--- config.mk ---
export PLATFORM = sky130hd
export DESIGN_NAME = modexp_arbiter
export DESIGN_NICKNAME = d
export VERILOG_FILES = /design/src/rtl/modexp_arbiter.sv
export SDC_FILE = /design/constraint.sdc
export NUM_CORES = 1
export LEC_CHECK = 0
export ABC_AREA = 0
export BUFFER_PORTS_ARGS = -buffer_cell sky130_fd_sc_hd__buf_2
export CORE_UTILIZATION = 33
export DETAILED_ROUTE_END_ITERATION = 6
export PLACE_DENSITY_LB_ADDON = 0.08
export SYNTH_ARGS = -nofsm -noshare
export SYNTH_HDL_FRONTEND = slang
export SYNTH_SLANG_ARGS = --single-unit
--- constraint.sdc ---
create_clock -name clk -period 2 [get_ports clk]
set_input_delay 0.4 -clock clk [delete_from_list [all_inputs] [get_ports clk]]
set_output_delay 0.4 -clock clk [all_outputs]
set_load 0.05 [all_outputs]
--- src/rtl/modexp_arbiter.sv ---
// modexp_arbiter: two-requester round-robin front end for a shared modexp engine.
// Ports:
//   clk, rst              single clock, synchronous active-high reset
//   req[1:0], msg0, msg1  requests and their operands (held until granted)
//   gnt[1:0]              one-cycle grant pulse when an operand is latched
//   resp_valid[1:0]       one-cycle result pulse to the owning requester
//   resp_data, resp_err   result (0 when not valid) and timeout-abort flag
//   busy                  high whenever a transaction is in flight
//   cfg_we/sel/data       key writes (sel 0 = exponent, 1 = modulus)
//   cfg_err               one-cycle pulse when a key write is dropped
//   eng_start, eng_msg    engine start pulse and latched operand
//   eng_key, update_e/n   key value and its one-cycle load strobes
//   eng_done, eng_result  engine completion pulse and result
// All outputs are registered; each pulse is high during the cycle of the
// state that produces it (gnt/eng_start in GRANT, resp_valid in RESP).
module modexp_arbiter #(
  parameter int unsigned W       = 32,
  parameter int unsigned TIMEOUT = 1024
) (
  input  logic         clk,
  input  logic         rst,
  input  logic [1:0]   req,
  input  logic [W-1:0] msg0,
  input  logic [W-1:0] msg1,
  output logic [1:0]   gnt,
  output logic [1:0]   resp_valid,
  output logic [W-1:0] resp_data,
  output logic         resp_err,
  output logic         busy,
  input  logic         cfg_we,
  input  logic         cfg_sel,
  input  logic [W-1:0] cfg_data,
  output logic         cfg_err,
  output logic         eng_start,
  output logic [W-1:0] eng_msg,
  output logic [W-1:0] eng_key,
  output logic         update_e,
  output logic         update_n,
  input  logic         eng_done,
  input  logic [W-1:0] eng_result
);

  localparam int unsigned CW = (TIMEOUT > 2) ? $clog2(TIMEOUT) : 1;

  typedef enum logic [1:0] {IDLE, GRANT, WAIT, RESP} state_t;

  state_t         state_q, state_d;
  logic [CW-1:0]  cnt_q, cnt_d;
  logic           last_q, last_d;
  logic           owner_q, owner_d;
  logic           win_c;

  logic [1:0]     gnt_d, resp_valid_d;
  logic [W-1:0]   resp_data_d, eng_msg_d, eng_key_d;
  logic           resp_err_d, busy_d, cfg_err_d, eng_start_d, update_e_d, update_n_d;

  // Round-robin pick: on contention favour the requester not granted last.
  assign win_c = (req == 2'b11) ? ~last_q : req[1];

  // Next-state and next-output decode.
  always_comb begin
    state_d      = state_q;
    cnt_d        = cnt_q;
    last_d       = last_q;
    owner_d      = owner_q;
    gnt_d        = 2'b00;
    resp_valid_d = 2'b00;
    resp_data_d  = '0;
    resp_err_d   = 1'b0;
    cfg_err_d    = 1'b0;
    eng_start_d  = 1'b0;
    update_e_d   = 1'b0;
    update_n_d   = 1'b0;
    eng_msg_d    = eng_msg;
    eng_key_d    = eng_key;

    case (state_q)
      IDLE: begin
        if (|req) begin
          owner_d     = win_c;
          last_d      = win_c;
          eng_msg_d   = win_c ? msg1 : msg0;
          gnt_d       = win_c ? 2'b10 : 2'b01;
          eng_start_d = 1'b1;
          cfg_err_d   = cfg_we;   // request wins over a coincident key write
          state_d     = GRANT;
        end else if (cfg_we) begin
          eng_key_d  = cfg_data;
          update_e_d = ~cfg_sel;
          update_n_d = cfg_sel;
        end
      end
      GRANT: begin
        cfg_err_d = cfg_we;
        cnt_d     = '0;
        state_d   = WAIT;
      end
      WAIT: begin
        cfg_err_d = cfg_we;
        // Completion takes precedence over a timeout in the same cycle.
        if (eng_done) begin
          resp_valid_d = owner_q ? 2'b10 : 2'b01;
          resp_data_d  = eng_result;
          state_d      = RESP;
        end else if (cnt_q == CW'(TIMEOUT - 1)) begin
          resp_valid_d = owner_q ? 2'b10 : 2'b01;
          resp_err_d   = 1'b1;
          state_d      = RESP;
        end else begin
          cnt_d = cnt_q + CW'(1);
        end
      end
      RESP: begin
        cfg_err_d = cfg_we;
        state_d   = IDLE;
      end
      default: state_d = IDLE;
    endcase

    busy_d = (state_d != IDLE);
  end

  // State and registered outputs.
  always_ff @(posedge clk) begin
    if (rst) begin
      state_q    <= IDLE;
      cnt_q      <= '0;
      last_q     <= 1'b1;
      owner_q    <= 1'b0;
      gnt        <= 2'b00;
      resp_valid <= 2'b00;
      resp_data  <= '0;
      resp_err   <= 1'b0;
      busy       <= 1'b0;
      cfg_err    <= 1'b0;
      eng_start  <= 1'b0;
      eng_msg    <= '0;
      eng_key    <= '0;
      update_e   <= 1'b0;
      update_n   <= 1'b0;
    end else begin
      state_q    <= state_d;
      cnt_q      <= cnt_d;
      last_q     <= last_d;
      owner_q    <= owner_d;
      gnt        <= gnt_d;
      resp_valid <= resp_valid_d;
      resp_data  <= resp_data_d;
      resp_err   <= resp_err_d;
      busy       <= busy_d;
      cfg_err    <= cfg_err_d;
      eng_start  <= eng_start_d;
      eng_msg    <= eng_msg_d;
      eng_key    <= eng_key_d;
      update_e   <= update_e_d;
      update_n   <= update_n_d;
    end
  end

endmodule

==> summary.md <==
| Metric | Value |
|---|---|
| Worst Hold Launch | cfg_sel |
| H-tree Lvls | 4 |
| Die area | around 14,000 µm² |
| Worst setup SP type | flop |
| Routed WL per cell | 12.6 µm |
| RR Endpoint | cnt_q[3]$_SDFFE_PP0P_ |
| Vias in the first global route | roughly 4k |
| WS Path Type | reg -> reg |
| Crit path arrival time | about 2100 ps |
| Mean post-synth cell area | 9.44 µm² |
| Min-Delay Endpoint | update_e$_SDFF_PP0_ |
| Int Power | around 5.4 mW |
| Core Region | ~13,000 µm² |
| I/O pin total | approximately 240 |
| Synth Flop Type | dfxtp_1 |
| Reg-to-reg slack, setup | between 150 and 200 ps |
| Peak VDD IR | roughly 0.0006 V |
| Total CTS buffers | 17 |
| Post-CTS Setup Inserts | 0 |
| Global-route wire length before repair | around 19 mm |
| DRC | 0 |
| First drt pass iteration count | 6 |
| FMAX | roughly 0.55 GHz |
| Root Driver | clkbuf_16 |
| Starting Density | between 30% and 40% |
| Yosys top cell area share | between 50 and 60% |
| Cell with the most instances after synthesis | dfxtp_1 |
| Initial antenna violation count | 1 |
| Crit path from | cnt_q[1]$_SDFFE_PP0P_ |
| Mapped Nets | about 610 |
| Worst reg-to-reg path cell count | 5 |
| RSZ-0062 raised after global routing | no |
| Period minus WS final | 1830 ps |
| CTS resizes | 0 |
| Busiest grt layer | met2 |
| Die height | 118 µm |
| Syn Inst Count | 471 |
| Max transition margin | a little under 50% |
| Setup Viol. Count Final | 0 |
| Flop pwr share | between 30% and 40% |
| Layout cells sized above 1 | between 40% and 50% |
| Ys Warns | 0 |
| Worst-case clock skew | ~4.8 ps |
| Clk buf depth | 2 |
| Cell Pwr Density | 1370 nW/µm² |
| Fin nets | between 800 and 900 |
| Initial detailed-routing violation count | 180 |
| Crit path required time | about 2300 ps |
| CTS tree | yes |
| Top post-synthesis cells by area | dfxtp_1 (54%), mux2i_1 (7.2%), a211oi_1 (5.7%) |
| Synth unique cells | 44 |
| Net Sw Frac | approximately 39% |
| Port buffer count | 240 |
| Worst skew pair latency | approximately 410 ps |
| Clock power share | about a third |
| Slew Viols, Final | 0 |
| Horiz. Die Dim | approximately 120 µm |
| Routability congestion estimate | 0.774 |
| Critical path fanouts, max | 9 |
| Via count | between 4k and 5k |
| # rows | 42 |
| Largest stage delay on the critical path | about 360 ps |
| Final Cell Area | ~6400 µm² |
| Cts hold-fix bufs | 0 |
| WHS Path Cells | 2 |
| GRT met2 Usage | a little over a quarter |
| Hold Crit Class | in -> reg |
| GRT Overall Usage | between 15 and 20% |
| DP HPWL | between 8 and 9 mm |
| Post-synthesis sequential area ratio | between 50% and 60% |
| Top cells by count, synth | dfxtp_1 (120), nand2_1 (68), nor2_1 (40) |
| DRT antenna net count | 0 |
| Number of synthesized register bits | 120 |
| Leakage power | around 3.1 nW |
| Synth area leader | dfxtp_1 |
| Post-Syn Area | ~4400 µm² |
| Vias per cell | between 4 and 5 |
| Asr flop ratio synth | 0% |
| TNS Setup | 0 ps |
| Critical Path End Type | flop |
| Final Hold Fails | 0 |
| Largest net degree at the start of global routing | 43 |
| Post-synth EDFFs | 0 |
| Crit path cell chain | ha_1 -> and4_1 -> a31o_4 -> or3_1 -> a221oi_1 |
| Placed inst area | 5870 µm² |
| Run status | complete, no violations |
| Crit share post-route | about nine tenths |
| Reg-to-Reg Start | cnt_q[1]$_SDFFE_PP0P_ |
| Worst path slowest cell | dfxtp_1 |
| Total gr overflow | 0 |
| Clock sinks | between 100 and 150 |
| Grt met1 use | around a fifth |
| Switch Pwr | roughly 3.4 mW |
| Clock-pin slew on the worst setup and hold paths | 50 ps |
| Combinational share of power | 33.6% |
| Layout area overhead | 44.7% |
| GR Layer Usage met3 | ~6.5% |
| Transition time of the tightest slew-check pin | ~770 ps |
| Max cap viols | 0 |
| Total Wirelength | 11.3 mm |
[power groups by stage]
stage / combinational, mW / clock (mW) / sequential [mW]
5_1_grt: 3.17 / 3.08 / 3.03
3_3_place_gp: 2.97 / 0 / 3.02
2_1_floorplan: 0.855 / 0 / 4.36
4_1_cts: 2.99 / 2.95 / 2.99
3_5_place_dp: 2.98 / 0 / 3.03
6_report: 2.95 / 2.87 / 2.98
[how the worst max path moves through the flow]
stage	end	slack, ps
after global placement	cnt_q[3]$_SDFFE_PP0P_	230
final	cnt_q[3]$_SDFFE_PP0P_	170
after global routing	cnt_q[3]$_SDFFE_PP0P_	30
after floorplan	cnt_q[6]$_SDFFE_PP0P_	170
after detailed placement	resp_data[22]$_SDFF_PP0_	190
after CTS	cnt_q[3]$_SDFFE_PP0P_	180
[logic make-up after synthesis]
kind of cell,Yosys count,share of synthesized area (%)
compound gates,97,14.3
buf+inv,38,3.55
mux,32,7.21
fa+ha+maj,5,1.41
flops,120,54.1
simple gates,179,19.5
[stage by stage]
step	setup slack, ps	std cells	power (mW)	util, %	hold WS (ps)
after detailed placement	189	864	6.01	44.5	444
final	174	897	8.81	48.8	168
after CTS	181	896	8.92	48.7	147
after global routing	27.1	896	9.28	48.7	158
after floorplan	169	471	5.21	-	415
after global placement	231	864	5.98	44.5	439
[registers in the layout, summed over array words and instances (netlist names)]
register / flops
resp_valid: 2
last_q: 1
state_q: 2
cfg_err: 1
update_n: 1
eng_key: 32
cnt_q: 10
update_e: 1
owner_q: 1
eng_start: 1
resp_data: 32
busy: 1
resp_err: 1
gnt: 2
eng_msg: 32
[final cells by class]
| class | count | area (µm²) |
|---|---|---|
| sequential | 120 | 2400 |
| inverter | 3 | 11.3 |
| clock buffer | 19 | 433 |
| timing repair buffer | 252 | 1330 |
| tap | 176 | 220 |
| clock inverter | 13 | 131 |
| multi-input combinational | 313 | 1900 |
| antenna | 1 | 2.50 |
| fill | 1296 | 6760 |
[critical path, delay by kind of cell, from the launching register on]
kind | cells | cell delay [ps]
adders and majority gates | 1 | 240
DFF | 1 | 360
AOI/OAI and AO/OA | 2 | 530
and+or+nand+nor | 2 | 600
[metal layers]
metal	share of wire, %	wire [µm]
met1	42	4790
met4	2.3	266
met3	7.8	886
met2	48	5400
met5	0	0
[cell usage in the layout (no fill, tap or decap), types with 9 or more instances in the layout]
cell       count
nand2_1       68
buf_2        240
mux2i_1       32
dfxtp_1      120
clkbuf_16     17
a211oi_1      34
buf_4          9
a21oi_1       39
and2_1        33
nor2_1        40
(Power assumes the default switching activity.)
